$ cat src/rtl/controlador_hamming.sv
// ============================================================================
// Module   : controlador_hamming
// Summary  : Button-sequenced capture, SECDED (8,4) syndrome evaluation and
//            timed result display for the Hamming lab datapath.
//            Optional macro CORRECCION_EN enables single-error data correction.
// Revision : 1.0 - initial release
// ============================================================================
`default_nettype none

module controlador_hamming #(
  parameter int T_MUESTRA = 50_000_000,
  parameter int N_SYNC    = 2
) (
  input  logic       clk,
  input  logic       rst_n,
  input  logic [3:0] conmutador_4,
  input  logic [7:0] conmutador_8,
  input  logic       btn_cargar,
  input  logic       btn_evaluar,
  output logic [3:0] palabra_ref,
  output logic [3:0] sindrome,
  output logic [1:0] tipo_error,
  output logic [3:0] dato_corregido,
  output logic       coincide,
  output logic       resultado_valido,
  output logic       mostrando
);

  localparam int CW = $clog2(T_MUESTRA + 1);

  typedef enum logic [1:0] {
    ESPERA_REF = 2'd0,
    ESPERA_RX  = 2'd1,
    EVALUA     = 2'd2,
    MUESTRA    = 2'd3
  } estado_t;

  estado_t           estado_q, estado_d;
  logic [N_SYNC-1:0] sync_cargar_q, sync_cargar_d;
  logic [N_SYNC-1:0] sync_evaluar_q, sync_evaluar_d;
  logic              prev_cargar_q, prev_evaluar_q;
  logic              p_cargar, p_evaluar;
  logic [CW-1:0]     cnt_q, cnt_d;
  logic [7:0]        rx_q, rx_d;
  logic [3:0]        palabra_ref_q, palabra_ref_d;
  logic [3:0]        sindrome_q, sindrome_d;
  logic [1:0]        tipo_error_q, tipo_error_d;
  logic [3:0]        dato_q, dato_d;
  logic              coincide_q, coincide_d;
  logic              valido_q, valido_d;
  logic              mostrando_q, mostrando_d;

  logic [2:0]        s;
  logic              gp;
  logic [1:0]        tipo_calc;
  logic [3:0]        dato_calc;

  assign sync_cargar_d  = {sync_cargar_q[N_SYNC-2:0], btn_cargar};
  assign sync_evaluar_d = {sync_evaluar_q[N_SYNC-2:0], btn_evaluar};
  assign p_cargar       = sync_cargar_q[N_SYNC-1] & ~prev_cargar_q;
  assign p_evaluar      = sync_evaluar_q[N_SYNC-1] & ~prev_evaluar_q;

  // Bit index i of rx is Hamming position i+1; g0 (bit7) is the overall parity.
  always_comb begin
    s[0] = rx_q[0] ^ rx_q[2] ^ rx_q[4] ^ rx_q[6];
    s[1] = rx_q[1] ^ rx_q[2] ^ rx_q[5] ^ rx_q[6];
    s[2] = rx_q[3] ^ rx_q[4] ^ rx_q[5] ^ rx_q[6];
    gp   = ^rx_q;
    if (gp)
      tipo_calc = 2'b01;
    else if (s != 3'd0)
      tipo_calc = 2'b10;
    else
      tipo_calc = 2'b00;
`ifdef CORRECCION_EN
    dato_calc = {rx_q[2] ^ (gp && s == 3'd3),
                 rx_q[4] ^ (gp && s == 3'd5),
                 rx_q[5] ^ (gp && s == 3'd6),
                 rx_q[6] ^ (gp && s == 3'd7)};
`else
    dato_calc = {rx_q[2], rx_q[4], rx_q[5], rx_q[6]};
`endif
  end

  // Priority in every state: cargar, then evaluar, then hold timeout.
  always_comb begin
    estado_d      = estado_q;
    cnt_d         = cnt_q;
    rx_d          = rx_q;
    palabra_ref_d = palabra_ref_q;
    sindrome_d    = sindrome_q;
    tipo_error_d  = tipo_error_q;
    dato_d        = dato_q;
    coincide_d    = coincide_q;
    valido_d      = 1'b0;
    case (estado_q)
      ESPERA_REF: begin
        if (p_cargar) begin
          palabra_ref_d = conmutador_4;
          estado_d      = ESPERA_RX;
        end
      end
      ESPERA_RX: begin
        if (p_cargar) begin
          palabra_ref_d = conmutador_4;
        end else if (p_evaluar) begin
          rx_d     = conmutador_8;
          estado_d = EVALUA;
        end
      end
      EVALUA: begin
        sindrome_d   = {gp, s};
        tipo_error_d = tipo_calc;
        dato_d       = dato_calc;
        coincide_d   = (dato_calc == palabra_ref_q);
        valido_d     = 1'b1;
        cnt_d        = '0;
        estado_d     = MUESTRA;
      end
      MUESTRA: begin
        if (p_cargar) begin
          palabra_ref_d = conmutador_4;
          sindrome_d    = '0;
          tipo_error_d  = '0;
          dato_d        = '0;
          coincide_d    = 1'b0;
          estado_d      = ESPERA_RX;
        end else if (p_evaluar) begin
          rx_d     = conmutador_8;
          estado_d = EVALUA;
        end else if (cnt_q == CW'(T_MUESTRA - 1)) begin
          estado_d = ESPERA_RX;
        end else begin
          cnt_d = cnt_q + CW'(1);
        end
      end
      default: estado_d = ESPERA_REF;
    endcase
    mostrando_d = (estado_d == MUESTRA);
  end

  always_ff @(posedge clk or negedge rst_n) begin
    if (!rst_n) begin
      estado_q       <= ESPERA_REF;
      sync_cargar_q  <= '0;
      sync_evaluar_q <= '0;
      prev_cargar_q  <= 1'b0;
      prev_evaluar_q <= 1'b0;
      cnt_q          <= '0;
      rx_q           <= '0;
      palabra_ref_q  <= '0;
      sindrome_q     <= '0;
      tipo_error_q   <= '0;
      dato_q         <= '0;
      coincide_q     <= 1'b0;
      valido_q       <= 1'b0;
      mostrando_q    <= 1'b0;
    end else begin
      estado_q       <= estado_d;
      sync_cargar_q  <= sync_cargar_d;
      sync_evaluar_q <= sync_evaluar_d;
      prev_cargar_q  <= sync_cargar_q[N_SYNC-1];
      prev_evaluar_q <= sync_evaluar_q[N_SYNC-1];
      cnt_q          <= cnt_d;
      rx_q           <= rx_d;
      palabra_ref_q  <= palabra_ref_d;
      sindrome_q     <= sindrome_d;
      tipo_error_q   <= tipo_error_d;
      dato_q         <= dato_d;
      coincide_q     <= coincide_d;
      valido_q       <= valido_d;
      mostrando_q    <= mostrando_d;
    end
  end

  assign palabra_ref      = palabra_ref_q;
  assign sindrome         = sindrome_q;
  assign tipo_error       = tipo_error_q;
  assign dato_corregido   = dato_q;
  assign coincide         = coincide_q;
  assign resultado_valido = valido_q;
  assign mostrando        = mostrando_q;

endmodule

`default_nettype wire

$ cat config.mk
export PLATFORM = sky130hd
export DESIGN_NAME = controlador_hamming
export DESIGN_NICKNAME = d
export VERILOG_FILES = /design/src/rtl/controlador_hamming.sv
export SDC_FILE = /design/constraint.sdc
export NUM_CORES = 1
export LEC_CHECK = 0
export ABC_CLOCK_PERIOD_IN_PS = 2400
export BUFFER_PORTS_ARGS = -buffer_cell sky130_fd_sc_hd__buf_4
export CORE_MARGIN = 10
export CORE_UTILIZATION = 45
export CTS_BUF_LIST = sky130_fd_sc_hd__clkbuf_8
export DETAILED_ROUTE_END_ITERATION = 6
export SKIP_CTS_REPAIR_TIMING = 1
export SYNTH_ARGS = -nofsm -noshare
export SYNTH_HDL_FRONTEND = slang
export SYNTH_SLANG_ARGS = --single-unit
$ cat constraint.sdc
create_clock -name clk -period 2.4 [get_ports clk]
set_input_delay 0.12 -clock clk [delete_from_list [all_inputs] [get_ports clk]]
set_output_delay 0.12 -clock clk [all_outputs]
set_load 0.02 [all_outputs]
# Word level (Yosys, flattened, before mapping)
# Cells that the tools add are included.
# totals
reg_bits	59
in_bits	16
output_inout_bits	17
word_cells	70
# classes
add_sub_neg	1
n_eq_ne	10
mux	21
bitwise_logic	14
reduce_logical	10
# op_table
operator	count
26-bit 2-to-1 mux	3
26-bit case mux with 2 select lines	1
26-bit by 1-bit adder with 26-bit output, second input constant	1
26-bit equality test, second input constant	1
2-bit 2-to-1 mux	9
4-bit case mux with 2 select lines	2
1-bit bitwise XOR	9
2-bit inequality test, second input constant	4
2-bit case mux with 4 select lines	1
8-bit XOR reduction	1
2-bit equality test, second input constant	3
4-bit equality test	1
4-bit 2-to-1 mux	1
2-bit case mux with 2 select lines	1
2-bit AND reduction	2
4-bit AND reduction	1
1-bit inverter	3
3-bit AND reduction	1
3-bit nonzero test	1
3-bit OR reduction	1
1-bit bitwise AND	2
2-bit by 1-bit equality test with 1-bit output, second input constant	1
2-bit logical NOT	1
1-bit 2-to-1 mux	2
other kinds (3)	3

# Depth between registers and ports, before layout
# Gate-level depths: netlist of the first run.
# logic_depth
word_depth	7
depth_mapped	8
ltp_nobuf	6

# Least setup slack after synthesis of the first run
# OpenSTA, ideal clock, no wires.
# synth_path
path_type	register to register
start	register cnt_q[0]
end	register cnt_q[24]
t_arrival_ps	1878
setup_slack_ps	456
stages_incl_launch_ff	7
n_path_buf	0
synth_period_minus_slack_ps	1944
path_cell_list	dfrtp_1 ha_1 nand3_2 or4_4 nand3b_1 or4_1 nand2_1
# synth_between
elab_chain_len	5
word_cells_on_any_way	8
cone_classes	add/sub (1); eq/ne (2); mux (4); reduce/logical (1)
# synth_rtl
element	line	text
from (decl)	43	logic [CW-1:0] cnt_q, cnt_d;
from (signal assigned)	164	cnt_q <= cnt_d;
26-bit by 1-bit adder with 26-bit output	134	cnt_d = cnt_q + CW'(1);
26-bit 2-to-1 mux	131	end else if (cnt_q == CW'(T_MUESTRA - 1)) begin
26-bit 2-to-1 mux	128	end else if (p_evaluar) begin
26-bit 2-to-1 mux	121	if (p_cargar) begin
26-bit case mux with 2 select lines	96	case (estado_q)
# Parallel ways exist; a longest one is shown, timed or not. The select of a mux whose other input is x is not followed.
# A chain may end at the register's enable or synchronous reset.

# Worst setup path in the final report of the first run
# layout_path
start	register cnt_q[0]
end	register cnt_q[14]
# Same word-level chain as after synthesis.

==> results of run 1 <==
==> power by group through the flow <==
stage                     clock, µW  combinational, µW  sequential (µW)
after detailed placement          0               1030             1320
after floorplan                   0                612             1410
after global placement            0               1020             1320
after global routing           1060               1130             1330
after CTS                      1020               1030             1310
final                          1000               1020             1300
==> cells by family (layout without fill, tap and decap cells) <==
kind of cell | Yosys count | count (layout) | synth area share (%)
AOI/OAI and AO/OA | 38 | 38 | 10.6
xor gates and xnor gates | 16 | 16 | 5.04
adders and majority gates | 1 | 1 | 0.450
buffers and inverters | 17 | 62 | 3.28
DFF | 58 | 58 | 52.2
muxes | 13 | 13 | 5.22
and+or+nand+nor | 119 | 119 | 23.3
==> area by class of cell <==
type / instances / area, µm² / area share [%]
clock inverters: 6 / 81.3 / 2.42
flip-flops and latches: 58 / 1450 / 43.2
inverters: 4 / 15.0 / 0.447
multi-input cells: 187 / 1240 / 36.9
clock buffers: 10 / 138 / 4.10
repair buffers: 42 / 340 / 10.1
well taps: 75 / 93.8 / 2.79
==> synthesized netlist by cell type (all sizes together), types with 2 or more instances <==
master	count	area, µm²
a21oi	2	10.0
a22o	5	43.8
and3	6	37.5
buf	6	50.0
clkbuf	7	26.3
dfrtp	58	1450
inv	4	15.0
mux2	12	135
nand2	44	165
nand2b	2	12.5
nand3	15	80.1
nand4	11	68.8
nor2	6	22.5
nor3	2	15.0
nor4	2	12.5
o211a	2	20.0
o211ai	22	165
o21ai	5	36.3
or2	3	18.8
or4	22	169
xnor2	8	70.1
xor2	8	70.1
==> metal layers <==
layer | global-route usage (%) | vias up | share of wire (%)
li1 | - | 1050 | -
met1 | 16.5 | 1055 | 50
met2 | 18.7 | 29 | 45
met3 | 4.19 | 8 | 4.0
met4 | 4.96 | 0 | 1.1
met5 | 0 | - | 0
==> worst paths after layout <==
check | end | slack, ns | start
max | cnt_q[14] | 0.28 | cnt_q[0]
min | rx_q[3] | 0.01 | conmutador_8[3]
max reg2reg | cnt_q[14] | 0.28 | cnt_q[0]
min reg2reg | sync_evaluar_q[1] | 0.35 | sync_evaluar_q[0]
max in group asynchronous | sync_cargar_q[1] | 1.52 | rst_n
min in group asynchronous | cnt_q[8] | 0.39 | rst_n
==> stage by stage <==
| stage | setup slack, ns | std cells | hold WS [ns] | instance area, µm² | utilization [%] |
|---|---|---|---|---|---|
| detailed placement | 0.306 | 361 | 0.231 | 3090 | 51.9 |
| CTS | 0.277 | 377 | -0.135 | 3310 | 55.6 |
| global placement | 0.390 | 361 | 0.230 | 3090 | 51.9 |
| floorplan | 0.456 | 262 | -0.176 | 2780 | - |
| global route | 0.139 | 382 | 0.000283 | 3360 | 56.4 |
| finish | 0.284 | 382 | 0.00991 | 3360 | 56.4 |
==> registers in the layout (all words and copies together), names as in the netlist <==
register / flops
cnt_q: 26
coincide: 1
dato_corregido: 4
estado_q: 2
mostrando: 1
palabra_ref: 4
prev_cargar_q: 1
prev_evaluar_q: 1
resultado_valido: 1
rx_q: 8
sindrome: 3
sync_cargar_q: 2
sync_evaluar_q: 2
tipo_error: 2
==> impl_metrics.toml, run 1 <==
[clocking]
clock_latency_ns = 0.34
ctsHtreeMaxLevel = 3
cts_buffers = 9
cts_sinks = 58
clkTransAtPathRegs_ns = 0.07
tritoncts = "built"
root_buffer = "clkbuf_8"
clk_path_buf_depth = 2

[critical_path]
end_kind = "flop"
arrival_ns = 2.33
worstPathCellList = "ha_1, nand3_2, or4_4, o21ai_4, buf_12, or4_1, nand2_1"
cpMaxStageDelayCell = "or4_4"
critPathMaxStageDelay_ns = 0.59
crit_cells = 7
start_kind = "flop"
crit_fanout = 41
path_buf_inv = 1
cp_top_family = "simple AND/OR/NAND/NOR gates"
cp.required_ns = 2.62
path_class = "flop to flop"
rr_worst_depth = 7

[place]
globalplace.congestion = 0.813
io_buffers = 32
hpwl_um = 4060

[floorplan]
fp.dieW_um = 98.6
core.rowCount = 28
die_h_um = 98.6
start_util_pct = 46.7
pin_count = 33
core_area_um2 = 5960
design.die.area_um2 = 9730

[cells_and_area]
final_cell_mix = "dfrtp_1 (58), nand2_1 (44), buf_4 (36)"
area_delta_synth_final_pct = 20.7
antenna_cells = 0
final_common_cell = "dfrtp_1"
drive_gt1_share_pct = 23.5
fillerInstances = 544
fin_nets = 319

[worst_hold_path]
hold_depth = 2
hold_path.class = "input pin to flop"

[route]
drtPass1Iterations = 4
drt_iter0_markers = 93
ant_nets = 0
drc = 0
viasPerCell = 5.61
wire_per_inst_um = 15.8
wl_um = 6030
dr_total_vias = 2142

[power]
clock_power_share_pct = 30.1
p_sw_share_pct = 33.2
p_sw_uw = 1110
ir_worst_vdd_mv = 0.577
p_int_uw = 2220
pwr-share-seq_pct = 39.2
finalPower_uw = 3330
power_density_nw_per_um2 = 990
leakage_uw = 0.00158
comb_power_share_pct = 30.7

[synthesis]
synth_seq_cells = 58
synth_area_um2 = 2780
synthDistinctLibCells = 39
synth_ff_type = "dfrtp_1"
synth.avg_cell_area_um2 = 10.6
ys_seq_area_share_pct = 52.2
syn_inst = 262
synth_edf_count = 0
synth_warnings = 0
async_reset_ff_share_pct = 100
synth_nets = 279

[global_routing]
grt_usage_pct = 12.6
antenna_found_initial = 0
grt_start_max_net_pins = 59
grt_pass1_wl_um = 10100
grt_remaining_overflow = 0
grt_pass1_vias = 2069

[flow_run]
drv_cap = 0

[sta]
relSlewSlack_pct = 51.0
drv_slew = 0
setup_viol = 0
finalSetupTns_ns = 0
period_share_pct = 88.2
tightest_slew_ns = 0.735
max_freq_mhz = 473
finClkSkew_ns = 0.0128
rsz0062_at_grt = "no"
layout_min_cycle_time_ns = 2.12
hold_viol_final = 0

[outcome]
status = "completed"
Power figures use the tool's default switching activity.
==> run 2: changes to the inputs <==
Settings changed: CORE_ASPECT_RATIO set to 0.75, CTS_CLUSTER_SIZE set to 24.
==> run 2 against run 1 <==
Against the previous run: sequential share of layout area shrank 0.54 points; total power grew 3.1%; clock power grew 6%; clock-buffer cell count grew 2; largest cell class unchanged; routed wire length grew 4.5%.
==> impl_metrics.toml, run 2 (synthesized netlist as in run 1, its figures left out) <==
[outcome]
status = "completed"

[floorplan]
core.rowCount = 24
pin_count = 33
fp.dieW_um = 111
design.die.area_um2 = 9760
start_util_pct = 47.0
core_area_um2 = 5920
die_h_um = 88.1

[clocking]
ctsHtreeMaxLevel = 3
root_buffer = "clkbuf_8"
tritoncts = "built"
clkTransAtPathRegs_ns = 0.07
cts_buffers = 9
clk_path_buf_depth = 2
cts_sinks = 58
clock_latency_ns = 0.34

[sta]
finClkSkew_ns = 0.0115
layout_min_cycle_time_ns = 2.17
relSlewSlack_pct = 51.2
setup_viol = 0
hold_viol_final = 0
rsz0062_at_grt = "no"
drv_slew = 0
period_share_pct = 90.3
layout_setup_ws_ns = 0.233
finalSetupTns_ns = 0
max_freq_mhz = 461
whs_ns = 0.0162
tightest_slew_ns = 0.732

[place]
hpwl_um = 4370
post_dp_cell_area_um2 = 3120
dp_slack_ns = 0.264
post-place-cells = 368
globalplace.congestion = 0.822
io_buffers = 32

[cells_and_area]
largestRegisters = "cnt_q: 26 flops, rx_q: 8 flops"
area_delta_synth_final_pct = 22.3
stdcell_count = 388
multiInputGateArea_um2 = 1240
fin_nets = 322
antenna_cells = 0
final_common_cell = "dfrtp_1"
regMostFlops = "cnt_q"
largest_reg_flops = 26
fillerInstances = 509
final_cell_mix = "dfrtp_1 (58), nand2_1 (44), buf_4 (40)"
drive_gt1_share_pct = 24.8
regArea_um2 = 1450
design_area_um2 = 3400

[route]
drtPass1Iterations = 4
wl_um = 6300
dr_total_vias = 2133
viasPerCell = 5.50
wire_per_inst_um = 16.2
drc = 0
drt_iter0_markers = 111
ant_nets = 0

[critical_path]
crit_cells = 7
path_class = "flop to flop"
arrival_ns = 2.38
rr_worst_depth = 7
path_buf_inv = 1
start_kind = "flop"
cp_top_family = "simple AND/OR/NAND/NOR gates"
cp.required_ns = 2.61
cpMaxStageDelayCell = "or4_4"
end_kind = "flop"
crit_fanout = 14
worstPathCellList = "ha_1, nand3_2, or4_4, o21ai_4, buf_4, or4_1, nand2_1"
critPathMaxStageDelay_ns = 0.59

[global_routing]
use_met1_pct = 18.5
grt_pass1_wl_um = 10400
antenna_found_initial = 0
grt_start_max_net_pins = 59
grt_remaining_overflow = 0
grt_pass1_vias = 1969
grt_util_met2_pct = 17.6
grt-busiest-layer = "met1"
global_route.usage.met3_pct = 5.46
grt_usage_pct = 13.0

[power]
ir_worst_vdd_mv = 0.454
leakage_uw = 0.00160
p_sw_uw = 1130
comb_power_share_pct = 31.0
power_density_nw_per_um2 = 1010
pwr-share-seq_pct = 38.0
p_int_uw = 2290
clock_power_share_pct = 31.0
p_sw_share_pct = 33.1

[worst_hold_path]
hold_depth = 2
hold_path.class = "input pin to flop"

[flow_run]
drv_cap = 0
[run 2: cell types whose count changed in the layout (fill, tap and decap cells not counted), sizes merged]
cell	delta
buf	+4
clkbuf	+2
clkinv	-1
dlygate4sd3	-1
inv	-1
[run 2: metal layers]
layer | up-vias | share of wire, % | wire length, µm
li1 | 1060 | - | -
met4 | 0 | 0.68 | 43
met1 | 1022 | 52 | 3290
met3 | 4 | 5.6 | 350
met5 | - | 0 | 0
met2 | 47 | 42 | 2620
[run 2: layout make-up]
cell class | count | area share [%]
Sequential cell | 58 | 42.7
Multi-Input combinational cell | 187 | 36.4
Timing Repair Buffer | 45 | 10.6
Clock buffer | 12 | 4.85
Tap cell | 78 | 2.87
Clock inverter | 4 | 2.13
Inverter | 4 | 0.441
[run 2: power groups by stage]
stage	sequential (µW)	clock [µW]	combinational, µW
6_report	1300	1060	1060
5_1_grt	1330	1140	1160
4_1_cts	1300	1080	1070
3_5_place_dp	1320	0	1070
3_3_place_gp	1310	0	1060
2_1_floorplan	1410	0	612
[run 2: metrics by stage]
| step | total power [µW] | utilization [%] |
|---|---|---|
| 3_3_place_gp | 2370 | 52.8 |
| 3_5_place_dp | 2390 | 52.8 |
| 5_1_grt | 3630 | 57.5 |
| 4_1_cts | 3460 | 56.8 |
| 2_1_floorplan | 2020 | - |
| 6_report | 3430 | 57.5 |
[run 2: final timing paths]
kind | to | startpoint | slack (ns)
worst max-delay path | cnt_q[25] | cnt_q[0] | 0.23
worst min-delay path | palabra_ref[3] | conmutador_4[3] | 0.02
worst max register to register | cnt_q[25] | cnt_q[0] | 0.23
worst min register to register | sync_cargar_q[1] | sync_cargar_q[0] | 0.35
max in group asynchronous | cnt_q[15] | rst_n | 1.53
min in group asynchronous | cnt_q[18] | rst_n | 0.39
